[src/rtl/fpga2cpu_pkt_writer.sv]
// fpga2cpu_pkt_writer: packs an incoming packet flit stream into one PDU per packet
// inside the FPGA-side ring buffer. Body flits land at offsets 1..N, the header flit
// is written last at offset 0, then the PDU is committed with a one-cycle update_valid.
// Oversize or aborted packets are never committed, so the buffer reuses their space.

package fpga2cpu_pkt_writer_pkg;
  typedef struct packed {
    logic [511:0] data;
    logic         sop;
    logic         eop;
    logic [5:0]   empty;
  } flit_lite_t;
endpackage

// state  | meaning
// IDLE   | waiting for sop; non-sop flits are swallowed; stalls while almost_full
// BODY   | writing body flits of the current packet at offset flit_cnt+1
// DROP   | packet too long; discard flits until eop
// HDR    | one cycle: write header flit at offset 0
// COMMIT | one cycle: pulse update_valid with the PDU size
module fpga2cpu_pkt_writer
  import fpga2cpu_pkt_writer_pkg::*;
#(
  parameter int PDU_AWIDTH    = 10,
  parameter int MAX_PKT_FLITS = 32
) (
  input  logic                  clk,
  input  logic                  rst,
  input  logic [511:0]          in_data,
  input  logic                  in_valid,
  input  logic                  in_sop,
  input  logic                  in_eop,
  input  logic [5:0]            in_empty,
  output logic                  in_ready,
  output flit_lite_t            wr_data,
  output logic [PDU_AWIDTH-1:0] wr_addr,
  output logic                  wr_en,
  input  logic [PDU_AWIDTH-1:0] wr_base_addr,
  input  logic                  almost_full,
  output logic                  update_valid,
  output logic [PDU_AWIDTH-1:0] update_size,
  output logic [31:0]           pkt_cnt,
  output logic [31:0]           drop_cnt
);

  localparam logic [2:0] S_IDLE   = 3'd0;
  localparam logic [2:0] S_BODY   = 3'd1;
  localparam logic [2:0] S_DROP   = 3'd2;
  localparam logic [2:0] S_HDR    = 3'd3;
  localparam logic [2:0] S_COMMIT = 3'd4;

  localparam logic [5:0] MAX_CNT = 6'(MAX_PKT_FLITS);

  logic [2:0]            state;
  logic [5:0]            flit_cnt;
  logic [5:0]            last_empty;
  logic [31:0]           seq;
  logic                  accept;
  flit_lite_t            in_flit;
  flit_lite_t            hdr_flit;
  logic [15:0]           hdr_bytes;
  logic [PDU_AWIDTH-1:0] next_off;

  // The base address is owned by the ring buffer; it is informational here.
  logic base_addr_unused;
  assign base_addr_unused = ^wr_base_addr;

  // almost_full only gates the start of a packet: the free-space guarantee covers a
  // maximum-length packet, so once in BODY the stream never stalls.
  always_comb begin
    in_ready = 1'b0;
    if (!rst) begin
      in_ready = ((state == S_IDLE) && !almost_full) ||
                 (state == S_BODY) || (state == S_DROP);
    end
  end

  assign accept   = in_valid && in_ready;
  assign in_flit  = {in_data, in_sop, in_eop, in_empty};
  assign next_off = PDU_AWIDTH'(flit_cnt) + PDU_AWIDTH'(1);

  // Header flit contents: byte count, flit count and sequence number; rest zero.
  always_comb begin
    hdr_bytes      = {4'd0, flit_cnt, 6'd0} - {10'd0, last_empty};
    hdr_flit.data  = {448'd0, seq, 10'd0, flit_cnt, hdr_bytes};
    hdr_flit.sop   = 1'b1;
    hdr_flit.eop   = 1'b1;
    hdr_flit.empty = 6'd0;
  end

  // Packet sequencing; all ring-buffer outputs are registered one cycle after the decision.
  always_ff @(posedge clk) begin
    if (rst) begin
      state        <= S_IDLE;
      flit_cnt     <= '0;
      last_empty   <= '0;
      seq          <= '0;
      wr_en        <= 1'b0;
      wr_addr      <= '0;
      wr_data      <= '0;
      update_valid <= 1'b0;
      update_size  <= '0;
      pkt_cnt      <= '0;
      drop_cnt     <= '0;
    end else begin
      wr_en        <= 1'b0;
      update_valid <= 1'b0;
      case (state)
        S_IDLE: begin
          if (accept && in_sop) begin
            wr_en      <= 1'b1;
            wr_addr    <= PDU_AWIDTH'(1);
            wr_data    <= in_flit;
            flit_cnt   <= 6'd1;
            last_empty <= in_empty;
            state      <= in_eop ? S_HDR : S_BODY;
          end
        end
        S_BODY: begin
          if (accept) begin
            if (in_sop) begin
              // abort: the open packet is lost, this flit opens a fresh one
              drop_cnt   <= drop_cnt + 32'd1;
              wr_en      <= 1'b1;
              wr_addr    <= PDU_AWIDTH'(1);
              wr_data    <= in_flit;
              flit_cnt   <= 6'd1;
              last_empty <= in_empty;
              state      <= in_eop ? S_HDR : S_BODY;
            end else if (flit_cnt == MAX_CNT) begin
              drop_cnt <= drop_cnt + 32'd1;
              state    <= in_eop ? S_IDLE : S_DROP;
            end else begin
              wr_en    <= 1'b1;
              wr_addr  <= next_off;
              wr_data  <= in_flit;
              flit_cnt <= flit_cnt + 6'd1;
              if (in_eop) begin
                last_empty <= in_empty;
                state      <= S_HDR;
              end
            end
          end
        end
        S_DROP: begin
          if (accept && in_eop) begin
            state <= S_IDLE;
          end
        end
        S_HDR: begin
          wr_en   <= 1'b1;
          wr_addr <= '0;
          wr_data <= hdr_flit;
          state   <= S_COMMIT;
        end
        S_COMMIT: begin
          update_valid <= 1'b1;
          update_size  <= next_off;
          pkt_cnt      <= pkt_cnt + 32'd1;
          seq          <= seq + 32'd1;
          state        <= S_IDLE;
        end
        default: state <= S_IDLE;
      endcase
    end
  end

endmodule
[config.mk]
export PLATFORM = sky130hd
export DESIGN_NAME = fpga2cpu_pkt_writer
export DESIGN_NICKNAME = d
export VERILOG_FILES = /design/src/rtl/fpga2cpu_pkt_writer.sv
export SDC_FILE = /design/constraint.sdc
export NUM_CORES = 1
export LEC_CHECK = 0
export ABC_CLOCK_PERIOD_IN_PS = 2700
export CORE_AREA = 4 4 440 442
export CTS_CLUSTER_SIZE = 10
export DETAILED_ROUTE_END_ITERATION = 8
export DIE_AREA = 0 0 444 446
export PLACE_DENSITY = 0.44
export SETUP_SLACK_MARGIN = 0.3
export SLEW_MARGIN = 20
export SYNTH_ARGS = -nofsm -noshare
export SYNTH_HDL_FRONTEND = slang
export SYNTH_SLANG_ARGS = --single-unit
[constraint.sdc]
create_clock -name clk -period 2.7 [get_ports clk]
set_input_delay 0.675 -clock clk [delete_from_list [all_inputs] [get_ports clk]]
set_output_delay 0.675 -clock clk [all_outputs]
set_load 0.01 [all_outputs]
==> flow_metrics.tcl <==
set metrics [dict create \
    cts.sinks 647 \
    critPathMaxStageDelay_ns 0.38 \
    grt_pass1_wl_mm 203 \
    r2r-start "state[1]$_SDFFE_PP0P_" \
    ys_seq_area_share_pct 54.7 \
    met1_usage_pct 16.8 \
    total_power_mw 24.2 \
    final_cell_area_um2 41000 \
    ys_types 62 \
    io_pins 1141 \
    setup_slack_ns 0.235 \
    drc 0 \
    layout_commonest_cell "clkdlybuf4s50_1" \
    grt_remaining_overflow 0 \
    synthArstFlopShare_pct 0 \
    period_minus_slack_ns 2.47 \
    rows 160 \
    reg2reg_depth 9 \
    final_cell_mix "clkdlybuf4s50_1 (839), dfxtp_1 (613), nor2_1 (603), a22oi_1 (463), dlygate4sd2_1 (276)" \
    post-place-ws_ns -0.441 \
    setup_violations 0 \
    power_leakage_nw 15.6 \
    dpl-instance-area_um2 38300 \
    reg2reg_to "wr_data[304]$_SDFFE_PP0P_" \
    ir_worst_vdd_v 0.000378 \
    syn-cell-area_um2 23700 \
    synth_ff_type "dfxtp_1" \
    cp_max_fo 5 \
    synthCells 2553 \
    die_y_um 446 \
    drt-initial-drc-count 2010 \
    required_ns 2.03 \
    cts_hold_buffers 0 \
    ys_ff_latch 647 \
    firstDrtPassIters 5 \
    core_area_um2 190000 \
    start_util_pct 12.5 \
    regArea_um2 13000 \
    die_x_um 444 \
    crit_chain "or3b_4 > and3_4 > buf_6" \
    finalCritPeriodShare_pct 91.3 \
    ctsRootBufferMaster "clkbuf_16" \
    rsz0062_at_grt "true" \
    cp-end-kind "output pin" \
    dp_hpwl_mm 125 \
    finalNetCount 4200 \
    slew_viol_final 0 \
    clock_path_buffers 3 \
    place.gp.congestion 0.971 \
    drive_above_1_share_pct 8.22 \
    fillers 20700 \
    yosys_warnings 0 \
    fin_skew_ns 0.0313 \
    multiInputGateArea_um2 9820 \
    path_class "flop to output pin" \
    io_buffers 1124 \
    use_met2_pct 27.5 \
    tightest_slew_ns 1.04 \
    r2r_slack_ns 0.34 \
    viasPerCell 3.92 \
    wirelength_mm 157 \
    post-route-util_pct 21.6 \
    numCtsBuffers 85 \
    synth_edf_count 0 \
    clk_pin_slew_ns 0.06 \
    grt.busiest_layer "met2" \
    finalHoldViolations 0 \
    start_kind "flop" \
    slowest_stage "or3b_4" \
    cp.arrival_ns 1.79 \
    post_drt_wl_per_cell_um 25.1 \
    cp-endpoint "in_ready" \
    grtUsageTotal_pct 14.8 \
    grtUsageMet3_pct 4.06 \
    clock_latency_ns 0.70 \
    synthToLayoutAreaGrowth_pct 72.9 \
    ctsHtreeMaxLevel 3 \
    grt_antenna_before_repair 79 \
    cts_tree "done" \
    die-area_um2 198000 \
    drv_cap 0 \
    avgSynthCellArea_um2 9.28 \
    slew_headroom_pct 30.5 \
    via_count 24500 \
    status "completed" \
    grt_pass1_vias 23100 \
    drtAntennaViolNets 0 \
    p_per_area_nw_per_um2 591 \
    fmax_mhz 406 \
    grt_max_degree 174 \
    hold_path_class "flop to flop" \
    crit_start "state[0]$_SDFFE_PP0P_" \
]
## cells in the mapped netlist (2+ instances only)
cell type / instances / share of area (%)
buf_1: 7 / 0.11
o21ai_0: 37 / 0.78
nand2_1: 64 / 1.0
nand4b_1: 3 / 0.11
a22oi_1: 464 / 15
nand2b_1: 9 / 0.24
nand3_1: 35 / 0.74
nor3_1: 21 / 0.44
nor3b_1: 2 / 0.063
and4_1: 9 / 0.33
buf_2: 59 / 1.2
xnor2_1: 15 / 0.55
nand4_1: 35 / 0.92
or3_1: 35 / 0.92
and3_1: 18 / 0.48
nor2b_1: 13 / 0.34
nor4_1: 8 / 0.21
nand3b_1: 2 / 0.063
a31o_2: 3 / 0.11
and2_1: 5 / 0.13
dfxtp_1: 647 / 55
o211ai_1: 3 / 0.095
xor2_1: 38 / 1.4
mux2i_1: 34 / 1.4
nor4_4: 2 / 0.18
nor2_1: 603 / 9.6
mux2_2: 7 / 0.33
or2_2: 2 / 0.053
buf_4: 6 / 0.19
o31a_1: 2 / 0.074
a31oi_1: 2 / 0.053
a21oi_1: 79 / 1.7
inv_1: 15 / 0.24
o32ai_1: 2 / 0.074
a2111oi_0: 2 / 0.074
clkbuf_1: 152 / 2.4
a211oi_1: 54 / 1.7
ha_1: 7 / 0.37
o31ai_1: 10 / 0.32
buf_6: 2 / 0.095
or4_1: 12 / 0.38
a21o_1: 8 / 0.25
## critical path: cells and delay by family (launching register included)
kind                   cells  cell delay, ns
buffers and inverters      1            0.13
flip-flops                 1            0.36
AND/OR/NAND/NOR            2            0.60
## worst min-delay path by stage
stage	to	slack, ns	depth (start not counted)	from
global route	wr_en$_SDFF_PP0_	0.44	4	rst
CTS	wr_en$_SDFF_PP0_	0.39	4	rst
finish	wr_data[16]$_SDFFE_PP0P_	0.45	2	wr_data[16]$_SDFFE_PP0P_
global placement	wr_addr[6]$_SDFFE_PP0P_	0.45	2	wr_addr[6]$_SDFFE_PP0P_
floorplan	seq[30]$_SDFFE_PP0P_	0.46	2	seq[30]$_SDFFE_PP0P_
detailed placement	wr_addr[5]$_SDFFE_PP0P_	0.45	2	wr_addr[5]$_SDFFE_PP0P_
## cell type report
cell class,count,area share (%)
Timing Repair Buffer,1240,29.9
Clock buffer,114,5.70
Antenna cell,12,0.0733
Sequential cell,647,31.8
Tap cell,2511,7.67
Inverter,15,0.137
Multi-Input combinational cell,1670,24.0
Clock inverter,24,0.779
## through the flow
stage	hold slack [ns]	setup TNS (ns)	cells
finish	0.454	0	6233
detailed placement	0.449	-82.44	6073
global route	0.436	0	6225
CTS	0.394	0	6212
global placement	0.446	-83.98	6073
floorplan	0.458	0	2558
## what timing repair did
action                     in CTS  in global routing
buffers inserted                1                  4
cloned                          0                  5
setup endpoints to repair     805                453
pin swaps                       2                  2
gates resized for setup       331                 16
## metal layers
| metal | share of wire [%] | vias to the layer above |
|---|---|---|
| li1 | - | 11300 |
| met1 | 38 | 11900 |
| met2 | 53 | 957 |
| met3 | 6.9 | 244 |
| met4 | 2.4 | 4 |
| met5 | 0.019 | - |
## logic make-up (layout without fill, tap and decap cells)
group           after synthesis  after routing  share of synthesized area [%]
fa+ha+maj                     7              7                          0.370
other cells                   1             18                         0.0158
compound gates              675            675                           20.2
buf+inv                     241           1393                           4.29
mux                          41             41                           1.77
simple gates                888            888                           16.7
xor+xnor                     53             53                           1.96
flops                       647            647                           54.7
## report_power, final
| part | total, mW | leakage (nW) | internal, mW | switching [mW] |
|---|---|---|---|---|
| registers | 10.1 | 5.26 | 9.85 | 0.204 |
| clock network | 11.1 | 1.30 | 6.36 | 4.76 |
| logic | 3.02 | 9.06 | 1.56 | 1.46 |
## sequential cells by signal, indices dropped and copies added, names as in the netlist
name,flops
wr_data,520
drop_cnt,32
pkt_cnt,32
seq,32
update_size,7
wr_addr,7
flit_cnt,6
last_empty,6
state,3
update_valid,1
wr_en,1
No activity file was read; power rests on OpenSTA's default activity.
